`src/rtl/brg_ctrl.sv`:
```
// brg_ctrl: baud-rate controller for the UART.
// Divisor writes arrive as two bytes (low, then high), are staged, and the new
// 16-bit divisor is applied only at a baud-period boundary so uart_clk never
// produces a runt cycle. Period P = 16 + div_active sys_clk cycles.
// Optional feature macro: BRG_CTRL_DONE_EN adds the cfg_done commit pulse.

module brg_ctrl #(
    parameter logic [15:0] RST_DIV = 16'h02F0
) (
    input  logic        sys_clk,
    input  logic        rst,
    input  logic        en,
    input  logic        wr_en,
    input  logic        wr_addr,
    input  logic [7:0]  wr_data,
    output logic [15:0] div_active,
    output logic        cfg_busy,
    output logic        uart_clk,
    output logic        baud_tick
`ifdef BRG_CTRL_DONE_EN
    ,
    output logic        cfg_done
`endif
);

    // IDLE: generator off; RUN: counting, nothing staged; PEND: counting with
    // a committed divisor waiting for the period wrap.
    typedef enum logic [1:0] {
        IDLE = 2'd0,
        RUN  = 2'd1,
        PEND = 2'd2
    } state_t;

    state_t      state_q;
    state_t      state_nxt;

    logic [16:0] cnt_q;
    logic [16:0] cnt_nxt;
    logic [7:0]  lo_stage_q;
    logic [7:0]  lo_stage_nxt;
    logic [15:0] pend_div_q;
    logic [15:0] pend_div_nxt;
    logic        pend_q;
    logic        pend_nxt;
    logic [15:0] div_nxt;

    logic        lo_wr;
    logic        hi_wr;
    logic        wrap;
    logic        commit;

    logic [16:0] period_cur;
    logic [16:0] last_cur;
    logic [16:0] period_nxt;
    logic [16:0] last_nxt;
    logic [16:0] half_nxt;

    logic        uart_clk_nxt;
    logic        baud_tick_nxt;

    // Decode register writes and the period arithmetic for the divisor in use.
    always_comb begin
        lo_wr      = wr_en & ~wr_addr;
        hi_wr      = wr_en & wr_addr;
        period_cur = {1'b0, div_active} + 17'd16;
        last_cur   = period_cur - 17'd1;
        wrap       = (cnt_q == last_cur);
    end

    // Next-state logic: decides when a staged divisor commits and which state
    // the generator moves to.
    always_comb begin
        commit    = 1'b0;
        state_nxt = IDLE;

        case (state_q)
            IDLE: begin
                // Counter is parked at 0 here, so with en high the wrap
                // cannot occur this cycle; only a disabled generator commits.
                commit = pend_q & ~en;
            end
            RUN: begin
                commit = 1'b0;
            end
            PEND: begin
                commit = ~en | wrap;
            end
            default: begin
                commit = pend_q & ~en;
            end
        endcase

        if (hi_wr) begin
            pend_nxt = 1'b1;
        end else if (commit) begin
            pend_nxt = 1'b0;
        end else begin
            pend_nxt = pend_q;
        end

        if (!en) begin
            state_nxt = IDLE;
        end else if (pend_nxt) begin
            state_nxt = PEND;
        end else begin
            state_nxt = RUN;
        end
    end

    // Datapath next values: staging registers, divisor, counter and the
    // output shape computed from the post-edge counter so outputs line up
    // with cnt after the same edge.
    always_comb begin
        lo_stage_nxt = lo_wr ? wr_data : lo_stage_q;
        pend_div_nxt = hi_wr ? {wr_data, lo_stage_q} : pend_div_q;
        div_nxt      = commit ? pend_div_q : div_active;

        if (!en) begin
            cnt_nxt = 17'd0;
        end else if (wrap) begin
            cnt_nxt = 17'd0;
        end else begin
            cnt_nxt = cnt_q + 17'd1;
        end

        period_nxt    = {1'b0, div_nxt} + 17'd16;
        last_nxt      = period_nxt - 17'd1;
        half_nxt      = (period_nxt + 17'd1) >> 1;

        uart_clk_nxt  = en & (cnt_nxt >= half_nxt);
        baud_tick_nxt = en & (cnt_nxt == last_nxt);
    end

    // State register for the generator FSM.
    always_ff @(posedge sys_clk) begin
        if (rst) begin
            state_q <= IDLE;
        end else begin
            state_q <= state_nxt;
        end
    end

    // Registered datapath and outputs; reset discards any staged divisor.
    always_ff @(posedge sys_clk) begin
        if (rst) begin
            cnt_q      <= 17'd0;
            lo_stage_q <= RST_DIV[7:0];
            pend_div_q <= RST_DIV;
            pend_q     <= 1'b0;
            div_active <= RST_DIV;
            uart_clk   <= 1'b0;
            baud_tick  <= 1'b0;
        end else begin
            cnt_q      <= cnt_nxt;
            lo_stage_q <= lo_stage_nxt;
            pend_div_q <= pend_div_nxt;
            pend_q     <= pend_nxt;
            div_active <= div_nxt;
            uart_clk   <= uart_clk_nxt;
            baud_tick  <= baud_tick_nxt;
        end
    end

    assign cfg_busy = pend_q;

`ifdef BRG_CTRL_DONE_EN
    // One-cycle pulse following every commit edge.
    always_ff @(posedge sys_clk) begin
        if (rst) begin
            cfg_done <= 1'b0;
        end else begin
            cfg_done <= commit;
        end
    end
`endif

endmodule

```
`config.mk`:
```
export PLATFORM = sky130hd
export DESIGN_NAME = brg_ctrl
export DESIGN_NICKNAME = d
export VERILOG_FILES = /design/src/rtl/brg_ctrl.sv
export SDC_FILE = /design/constraint.sdc
export NUM_CORES = 1
export LEC_CHECK = 0
export CORE_ASPECT_RATIO = 0.8
export CORE_MARGIN = 1.5
export CORE_UTILIZATION = 45
export DETAILED_ROUTE_END_ITERATION = 16
export GPL_ROUTABILITY_DRIVEN = 1
export GPL_TIMING_DRIVEN = 1
export PLACE_DENSITY_LB_ADDON = 0.25
export SLEW_MARGIN = 40
export SYNTH_ARGS = -nofsm -noshare
export SYNTH_HDL_FRONTEND = slang
export SYNTH_SLANG_ARGS = --single-unit
```
`constraint.sdc`:
```
create_clock -name sys_clk -period 13.4 [get_ports sys_clk]
set_input_delay 1.34 -clock sys_clk [delete_from_list [all_inputs] [get_ports sys_clk]]
set_output_delay 1.34 -clock sys_clk [all_outputs]
set_load 0.1 [all_outputs]
```
==> insert_results.sql <==
INSERT INTO impl_metrics (metric_group, metric, value, unit) VALUES
('cells_and_area', 'insertedDiodeCount', '0', ''),
('critical_path', 'critical_path_peak_fanout', '40', ''),
('sta', 'maxSlewViolCount', '0', ''),
('cells_and_area', 'mostFrequentLayoutCells', 'nand2_1 (81), dfxtp_1 (62), nor2_1 (52)', ''),
('sta', 'final-setup-viol-count', '0', ''),
('sta', 'grt_setup_unrepaired', 'false', ''),
('sta', 'period_needed', '6.96', 'ns'),
('clock_tree', 'cts_hold_buf', '0', ''),
('global_routing', 'globalRouteTotalUtil', '0.266', ''),
('clock_tree', 'clock_sinks', '62', ''),
('critical_path', 'critPathTopFamily', 'simple AND/OR/NAND/NOR gates', ''),
('route', 'sum_of_routed_wire_length_over_all_layers', '15.2', 'mm'),
('floorplanning', 'die_x', '121', 'um'),
('yosys', 'synth_cells', '652', ''),
('yosys', 'synth_area_per_cell', '7.75', 'um2'),
('yosys', 'synth.ff_latch_count', '62', ''),
('critical_path', 'critPathArrivalTime', '7.22', 'ns'),
('global_routing', 'antenna_violations_before_repair', '0', ''),
('power_and_ir_drop', 'power_density', '86.9', 'nW/um2'),
('clock_tree', 'post_cts.repair.setup_buffers', '0', ''),
('global_routing', 'grt_pass1_wl', '24.7', 'mm'),
('route', 'antenna_violating_nets_post_route', '0', ''),
('power_and_ir_drop', 'ir_worst_vdd', '84.3', 'uV'),
('hold_path', 'hp-start', 'lo_stage_q[2]', ''),
('sta', 'setup_tns_final', '0', 'ns'),
('placement', 'hpwl_detailed', '11.8', 'mm'),
('power_and_ir_drop', 'power_leakage', '0.00221', 'uW'),
('yosys', 'synth_async_sr_flop_share', '0', ''),
('clock_tree', 'ctsRootBufferMaster', 'clkbuf_16', ''),
('clock_tree', 'cts.htree.levels', '3', ''),
('yosys', 'proportion_of_synthesized_chip_area_in_sequential_cells', '0.246', ''),
('route', 'detailedRoute.firstPassIterationCount', '5', ''),
('critical_path', 'critical_path.endpoint_type', 'flip-flop', ''),
('hold_path', 'hold_end', 'pend_div_q[2]', ''),
('run', 'max-cap-violations', '0', ''),
('sta', 'timing.final.hold_violations', '0', ''),
('clock_tree', 'postCtsResizedCells', '0', ''),
('cells_and_area', 'layout_commonest_cell', 'nand2_1', ''),
('sta', 'finClkSkew', '0.00507', 'ns'),
('clock_tree', 'cts_made_buffers', '9', ''),
('cells_and_area', 'nFillCells', '1090', ''),
('yosys', 'ys_dominant_reg_cell', 'dfxtp_1', ''),
('critical_path', 'critical_path.n_buffers_inverters', '3', ''),
('floorplanning', 'core-area', '10900', 'um2'),
('route', 'avgRoutedWirePerCell', '18.8', 'um'),
('route', 'post-route-drc-count', '0', ''),
('yosys', 'post_synth_instance_area', '5050', 'um2'),
('critical_path', 'cp_slowest_stage_delay', '0.60', 'ns'),
('critical_path', 'timing.critical_path.slowest_stage_cell', 'dfxtp_1', ''),
('route', 'routed_via_density', '6.05', ''),
('cells_and_area', 'final_nets', '695', ''),
('yosys', 'synth.net_count', '689', ''),
('clock_tree', 'cts_buffer_depth', '2', ''),
('floorplanning', 'initial_core_util', '0.464', ''),
('floorplanning', 'dieArea', '11900', 'um2'),
('critical_path', 'worst_reg2reg_path_startpoint', 'div_active[0]', ''),
('global_routing', 'grt_max_degree', '60', ''),
('sta', 'worstMarginPinSlew', '0.796', 'ns'),
('clock_tree', 'cts_tree', 'built', ''),
('critical_path', 'r2r.worst_path.cells', '27', ''),
('floorplanning', 'top_level_ports', '32', ''),
('cells_and_area', 'proportion_of_layout_cells_with_a_drive_suffix_above_1', '0.0937', ''),
('route', 'vias', '4876', ''),
('status', 'status', 'completed', ''),
('floorplanning', 'fp.dieH', '97.8', 'um'),
('critical_path', 'critical_path.startpoint', 'div_active[0]', ''),
('yosys', 'synth_cell_types', '74', ''),
('critical_path', 'r2r_setup_slack', '6.44', 'ns'),
('critical_path', 'start_kind', 'flip-flop', ''),
('placement', 'port_buffers', '31', ''),
('global_routing', 'via_count_of_the_first_global_routing_pass', '4596', '');
-- report_power, final --
part | total [uW] | internal [uW] | switching, uW | leakage (uW)
combinational | 79.8 | 29.5 | 50.3 | 0.00158
sequential | 197 | 189 | 7.12 | 0.000504
clock | 207 | 123 | 84.7 | 0.000128
-- worst max-delay path by stage --
stage | end | cells after the start
2_1_floorplan | uart_clk | 31
3_3_place_gp | uart_clk | 21
3_5_place_dp | uart_clk | 27
4_1_cts | uart_clk | 27
5_1_grt | uart_clk | 27
6_report | uart_clk | 27
-- worst register-to-register path: stages (launching register included) --
cell and delay, ns:
dfxtp_1 0.60, inv_1 0.09, ha_1 0.29, xnor2_1 0.15, o2bb2ai_1 0.14, a2111oi_0 0.49, nand4_1 0.25, o41ai_4 0.25
buf_4 0.44, nand2_4 0.37, mux2i_1 0.28, inv_1 0.22, ha_1 0.35, nand3_1 0.16, nor2_1 0.27, nand2_1 0.10
or3_1 0.32, a21oi_1 0.21, a21oi_2 0.11, nand3b_1 0.21, nor2b_1 0.17, nand2_1 0.10, o31a_1 0.34, ha_1 0.30
nand4_1 0.11, nor4_1 0.32, nor3_1 0.09, a21oi_1 0.17
-- cell type report --
type	instances	area [um2]	area share
repair buffers	33	228	0.0409
multi-input cells	533	3590	0.645
clock buffers	10	229	0.0411
clock inverters	5	27.5	0.00494
inverters	19	71.3	0.0128
flip-flops and latches	62	1240	0.223
well taps	144	180	0.0324
-- kinds of logic (layout without fill, tap and decap cells) --
logic type               Yosys count  in the layout  synth area share
AO/OA/AOI/OAI                    103            103             0.148
XOR/XNOR                          92             92             0.162
adder cells (fa/ha/maj)           24             24            0.0594
buffers and inverters             57             67            0.0473
flip-flops                        62             62             0.246
multiplexers                      21             21            0.0456
AND/OR/NAND/NOR                  293            293             0.291
-- synth_stat cells (all sizes together) (3+ instances only) --
cell	n	area (um2)
inv	19	71.3
buf	18	92.6
xor2	40	350
nand2b	6	37.5
nand3	35	175
or2	4	25.0
nand3b	9	67.6
o211ai	3	22.5
a21oi	31	163
dfxtp	62	1240
or4	4	37.5
nor2	53	201
nand2	82	310
xnor2	51	447
nor4	11	83.8
clkbuf	20	75.1
ha	24	300
a31oi	6	37.5
o21ai	13	76.3
nand4	18	113
o21a	8	61.3
nor3	34	170
a211oi	6	50.1
a211o	5	43.8
mux2	3	33.8
and3	10	62.6
or3	3	18.8
mux2i	18	196
nor2b	12	75.1
and4	3	26.3
and2	4	25.0
o31ai	4	30.0
-- routing by layer --
metal,track usage,share of wire,vias up,wire (um)
li1,-,-,2320,-
met1,0.386,0.47,2290,7110
met2,0.372,0.41,236,6260
met3,0.0806,0.097,30,1470
met4,0.0896,0.023,0,343
met5,0,0,-,0
-- registers in the layout (all words and copies together), names as in the netlist --
register	flops
baud_tick	1
cfg_busy	1
cnt_q	17
div_active	16
lo_stage_q	8
pend_div_q	16
state_q	2
uart_clk	1
-- per-stage QoR --
stage          area [um2]  hold WS (ns)  setup WS [ns]  std cells   util
2_1_floorplan        5050         0.430           6.79        652      -
3_3_place_gp         5390         0.437           6.68        791  0.494
3_5_place_dp         5300         0.453           6.22        791  0.487
4_1_cts              5560         0.460           6.19        806  0.510
5_1_grt              5570         0.484           5.76        806  0.511
6_report             5570         0.461           6.44        806  0.511
Power figures use the tool's default switching activity.
